File: config.mk
export PLATFORM = sky130hd
export DESIGN_NAME = note_envelope
export DESIGN_NICKNAME = d
export VERILOG_FILES = /design/src/rtl/note_envelope.sv
export SDC_FILE = /design/constraint.sdc
export NUM_CORES = 1
export LEC_CHECK = 0
export BUFFER_PORTS_ARGS = -buffer_cell sky130_fd_sc_hd__buf_2
export CORE_MARGIN = 3
export CORE_UTILIZATION = 55
export CTS_CLUSTER_SIZE = 14
export DETAILED_ROUTE_END_ITERATION = 8
export GPL_TIMING_DRIVEN = 0
export PLACE_DENSITY = 0.72
export RECOVER_POWER = 50
export SLEW_MARGIN = 20
export SYNTH_ARGS = -nofsm -noshare
export SYNTH_HDL_FRONTEND = slang
export SYNTH_SLANG_ARGS = --single-unit
File: constraint.sdc
create_clock -name clk -period 8.6 [get_ports clk]
set_input_delay 0.43 -clock clk [delete_from_list [all_inputs] [get_ports clk]]
set_output_delay 0.43 -clock clk [all_outputs]
set_load 0.01 [all_outputs]
File: src/rtl/note_envelope.sv
//------------------------------------------------------------------------------
// Module   : note_envelope
// Purpose  : Per-voice ADSR amplitude envelope applied to a raw sample stream.
// Revision : 1.0
//------------------------------------------------------------------------------
`default_nettype none

module note_envelope #(
    parameter int SAMPLE_WIDTH = 16,
    parameter int AMP_WIDTH    = 16
) (
    input  logic                           clk,
    input  logic                           reset,
    input  logic                           note_on,
    input  logic signed [SAMPLE_WIDTH-1:0] sample_in,
    input  logic                           sample_in_ready,
    input  logic        [AMP_WIDTH-1:0]    attack_step,
    input  logic        [AMP_WIDTH-1:0]    decay_step,
    input  logic        [AMP_WIDTH-1:0]    sustain_level,
    input  logic        [AMP_WIDTH-1:0]    release_step,
    output logic signed [SAMPLE_WIDTH-1:0] sample_out,
    output logic                           sample_out_ready,
    output logic        [AMP_WIDTH-1:0]    amp,
    output logic                           active
);

    localparam int PROD_WIDTH = SAMPLE_WIDTH + AMP_WIDTH + 1;
    localparam logic [AMP_WIDTH-1:0] c_amp_full = {AMP_WIDTH{1'b1}};

    typedef enum logic [2:0] {
        ST_IDLE    = 3'd0,
        ST_ATTACK  = 3'd1,
        ST_DECAY   = 3'd2,
        ST_SUSTAIN = 3'd3,
        ST_RELEASE = 3'd4
    } state_t;

    state_t                          r_state;
    state_t                          w_next_state;
    logic        [AMP_WIDTH-1:0]     r_amp;
    logic        [AMP_WIDTH-1:0]     w_next_amp;
    logic                            r_note_prev;
    logic signed [SAMPLE_WIDTH-1:0]  r_sample_out;
    logic                            r_sample_out_ready;

    logic                            w_rise;
    logic                            w_fall;
    logic        [AMP_WIDTH:0]       w_sum_attack;
    logic        [AMP_WIDTH:0]       w_diff_decay;
    logic        [AMP_WIDTH:0]       w_diff_release;
    logic signed [PROD_WIDTH-1:0]    w_product;
    logic                            w_unused_bits;

    assign w_rise = note_on & ~r_note_prev;
    assign w_fall = ~note_on & r_note_prev;

    // Extra top bit catches both saturation overflow and subtraction underflow
    assign w_sum_attack   = {1'b0, r_amp} + {1'b0, attack_step};
    assign w_diff_decay   = {1'b0, r_amp} - {1'b0, decay_step};
    assign w_diff_release = {1'b0, r_amp} - {1'b0, release_step};

    assign w_product = $signed(sample_in) * $signed({1'b0, r_amp});
    assign w_unused_bits = ^{w_product[PROD_WIDTH-1], w_product[AMP_WIDTH-1:0]};

    always_ff @(posedge clk or negedge reset) begin
        if (!reset) begin
            r_state     <= ST_IDLE;
            r_amp       <= '0;
            r_note_prev <= 1'b0;
        end else begin
            r_state     <= w_next_state;
            r_amp       <= w_next_amp;
            r_note_prev <= note_on;
        end
    end

    always_comb begin
        w_next_state = r_state;
        w_next_amp   = r_amp;

        if (sample_in_ready) begin
            case (r_state)
                ST_IDLE: begin
                    w_next_amp = '0;
                end
                ST_ATTACK: begin
                    if (w_sum_attack >= {1'b0, c_amp_full}) begin
                        w_next_amp   = c_amp_full;
                        w_next_state = ST_DECAY;
                    end else begin
                        w_next_amp = w_sum_attack[AMP_WIDTH-1:0];
                    end
                end
                ST_DECAY: begin
                    if (w_diff_decay[AMP_WIDTH] ||
                        (w_diff_decay[AMP_WIDTH-1:0] <= sustain_level)) begin
                        w_next_amp   = sustain_level;
                        w_next_state = ST_SUSTAIN;
                    end else begin
                        w_next_amp = w_diff_decay[AMP_WIDTH-1:0];
                    end
                end
                ST_SUSTAIN: begin
                    w_next_amp = sustain_level;
                end
                ST_RELEASE: begin
                    if (w_diff_release[AMP_WIDTH] ||
                        (w_diff_release[AMP_WIDTH-1:0] == '0)) begin
                        w_next_amp   = '0;
                        w_next_state = ST_IDLE;
                    end else begin
                        w_next_amp = w_diff_release[AMP_WIDTH-1:0];
                    end
                end
                default: begin
                    w_next_amp   = '0;
                    w_next_state = ST_IDLE;
                end
            endcase
        end

        // Key edges win over any threshold transition from the same cycle
        if (w_rise && (r_state == ST_IDLE || r_state == ST_RELEASE)) begin
            w_next_state = ST_ATTACK;
        end else if (w_fall && (r_state == ST_ATTACK || r_state == ST_DECAY ||
                                r_state == ST_SUSTAIN)) begin
            w_next_state = ST_RELEASE;
        end
    end

    always_ff @(posedge clk or negedge reset) begin
        if (!reset) begin
            r_sample_out       <= '0;
            r_sample_out_ready <= 1'b0;
        end else begin
            r_sample_out_ready <= sample_in_ready;
            if (sample_in_ready) begin
                r_sample_out <= w_product[SAMPLE_WIDTH+AMP_WIDTH-1:AMP_WIDTH];
            end
        end
    end

    assign sample_out       = r_sample_out;
    assign sample_out_ready = r_sample_out_ready;
    assign amp              = r_amp;
    assign active           = (r_state != ST_IDLE);

endmodule

`default_nettype wire

==> results.tsv <==
metric	value	unit
Clock H-tree levels	2	
Pre-Repair DR Iteration Count	6	
Adder-Cell Fraction of Synth Area	46.21	%
layout net count	2160	
GPL Wtd Cong	0.9871	
Synth area leaders	fa_1 29%, ha_1 17%, inv_1 8.5%, dfrtp_1 7.0%, and2_1 6.0%	
max cap viols	1	
Synth Warn #	0	
most frequent cells after synthesis	301 x inv_1, 196 x fa_1, 178 x ha_1	
PostCTS Resize Cnt	0	
ys flop type	dfrtp_1	
class of the worst hold path	input pin to register	
initial antenna violation count	0	
Synth Area in Simple Gates	17.93	%
hold_buf cts	0	
1st-iter DRT viols	903	
Startpoint Class	register	
Final period util	92.40	%
required time worst endpoint	8.79	ns
met1 Use GR	41.62	%
CP cell instances	clkbuf_1 > nand2_1 > fa_1 > fa_1 > fa_1 > inv_1 > fa_1 > fa_1 > inv_1 > fa_1 > inv_1 > ha_1 > nand4_1 > a2111oi_0 > a32oi_1 > o211ai_1 > a21oi_1 > o311ai_1 > a311oi_1 > xnor2_1 > mux2_2	
pin count of the biggest net entering global routing	38	
hold path startpoint	note_on	
worst reg2reg startpoint	amp[10]	
compound-cell area share of the yosys netlist	14.27	%
critical path's most frequent cell	fa_1	
Initial Util	56.37	%
Core Area	23610	um2
fillers	2135	
top-count cell post-synth	inv_1	
Worst setup EP type	register	
CTS Root Cell	clkbuf_16	
unrepaired setup endpoints after global routing	false	
Unique masters post-synth	75	
Via density	5.872	
# rows	56	
Post-synth EDFFs	0	
multi-input logic area	11040	um2
post-CTS setup buffer count	0	
ant diodes	0	
worst path bufs/invs	4	
DR WL/cell	19.72	um
Net Count, Synth	2037	
via count	11870	
total negative setup slack	0	ns
die footprint	26100	um2
DRT Wirelength	39870	um
worst skew pair latency	0.30	ns
global-route wire length before repair	63760	um
Detail Placement HPWL	32000	um
Clock Skews	0.01401	ns
Post-Syn Area	13310	um2
Avg Inst Size Synth	8.430	um2
cells after synthesis	1579	
CP delay by family, top	adder cells	
grt met2 use	52.07	%
outcome	finished, violations left	
crit-path max cell delay	0.84	ns
Worst-path clk slew	0.07	ns
I/O Buffers	116	
CTS Buffer Depth	2	
residual DRC count	0	
max_slew headroom	-67.47	%
critical path type	register to register	
Slowest-stage cell, CP	dfrtp_1	
Die X	161.6	um
final setup vio count	0	
Worst-Margin Slew	2.512	ns
XOR/XNOR Fraction of Synth Area	3.027	%
Arrival @ worst endpoint	8.14	ns
Max Clock Freq	125.8	MHz
Area growth, synth to finish	8.450	%
CTS Sinks	37	
Tot GR Track Use	31.09	%
met3 Track Usage GR	5.232	%
IO Count	118	
sequential area share after synthesis	6.956	%
CP Max Fanout	12	
minimum clock period	7.947	ns
mux cell area share after synthesis	1.485	%
Reg area	925.9	um2
number of CTS-inserted buffers	5	
CTS tree	yes	
number of global-route vias before repair	12270	
Worst Setup SP	amp[10]	
Synth top area share	29.48	%
Vert. Die Dim	161.6	um
main combinational cell family by area after synthesis	adder cells	
gr ovfl total	0	
Hold Vio Cnt, Final	0	
Slew Viols, Final	38	
Detail Route Antenna Nets	0	
busiest grt layer	met2	
post-synthesis register bit count	37	
violated checks	capacitance limit, slew limit	
Synth async-reset ratio	100.0	%
Synth area leader	fa_1	
layout cells sized above 1	7.986	%
worst paths after layout:
| check | to | slack, ns | depth (start not counted) |
|---|---|---|---|
| worst max-delay path | sample_out[14] | 0.65 | 21 |
| worst max register to register | sample_out[14] | 0.65 | 21 |
| min in group asynchronous | amp[5] | 0.90 | 1 |
| worst min register to register | sample_out[5] | 0.51 | 1 |
| worst min-delay path | r_note_prev | 0.26 | 1 |
| max in group asynchronous | sample_out[5] | 6.27 | 1 |
layout by cell type (no fill, tap or decap), types with 17 or more instances in the layout:
master / instances
a21o_1: 19
fa_1: 196
a21oi_1: 54
o21ai_0: 43
clkbuf_1: 73
buf_2: 101
ha_1: 178
nor2_1: 59
xnor2_1: 30
dfrtp_1: 37
and2_1: 127
inv_1: 301
nand2_1: 173
nand3_1: 17
area by class of cell:
class	count	area share, %
well taps	319	2.765
clock buffers	6	0.8927
multi-input cells	1184	76.46
plain buffers	57	1.508
clock inverters	2	0.2687
repair buffers	116	3.865
inverters	301	7.826
flip-flops and latches	37	6.414
metal layers:
layer,routed length (um),part of all wire [%]
met1,16780,42
met2,18380,46
met3,3282,8.2
met4,1430,3.6
met5,0,0
cells by family after synthesis:
family / after synthesis
AOI/OAI and AO/OA: 272
DFF: 37
muxes: 18
buffers and inverters: 358
and+or+nand+nor: 474
xor gates and xnor gates: 46
adders and majority gates: 374
per-stage QoR:
step	utilization [%]	worst slack, ns	hold slack [ns]	cell area, um2	cells
6_report	61.14	0.6533	0.2572	14440	2022
5_1_grt	61.14	0.4613	0.2585	14440	2022
4_1_cts	61.23	0.7660	0.2467	14460	2022
3_5_place_dp	60.52	0.7817	0.4894	14290	2014
3_3_place_gp	60.52	0.9083	0.4811	14290	2014
2_1_floorplan	-	2.288	0.1344	13310	1579
registers in the layout (all words and copies together), names as in the netlist:
name	count
amp	16
sample_out	16
r_state	3
r_note_prev	1
sample_out_ready	1
Power is left out: the tool's default activity adds up to more than one toggle a clock period on the data nets, which glitch-free logic cannot reach.
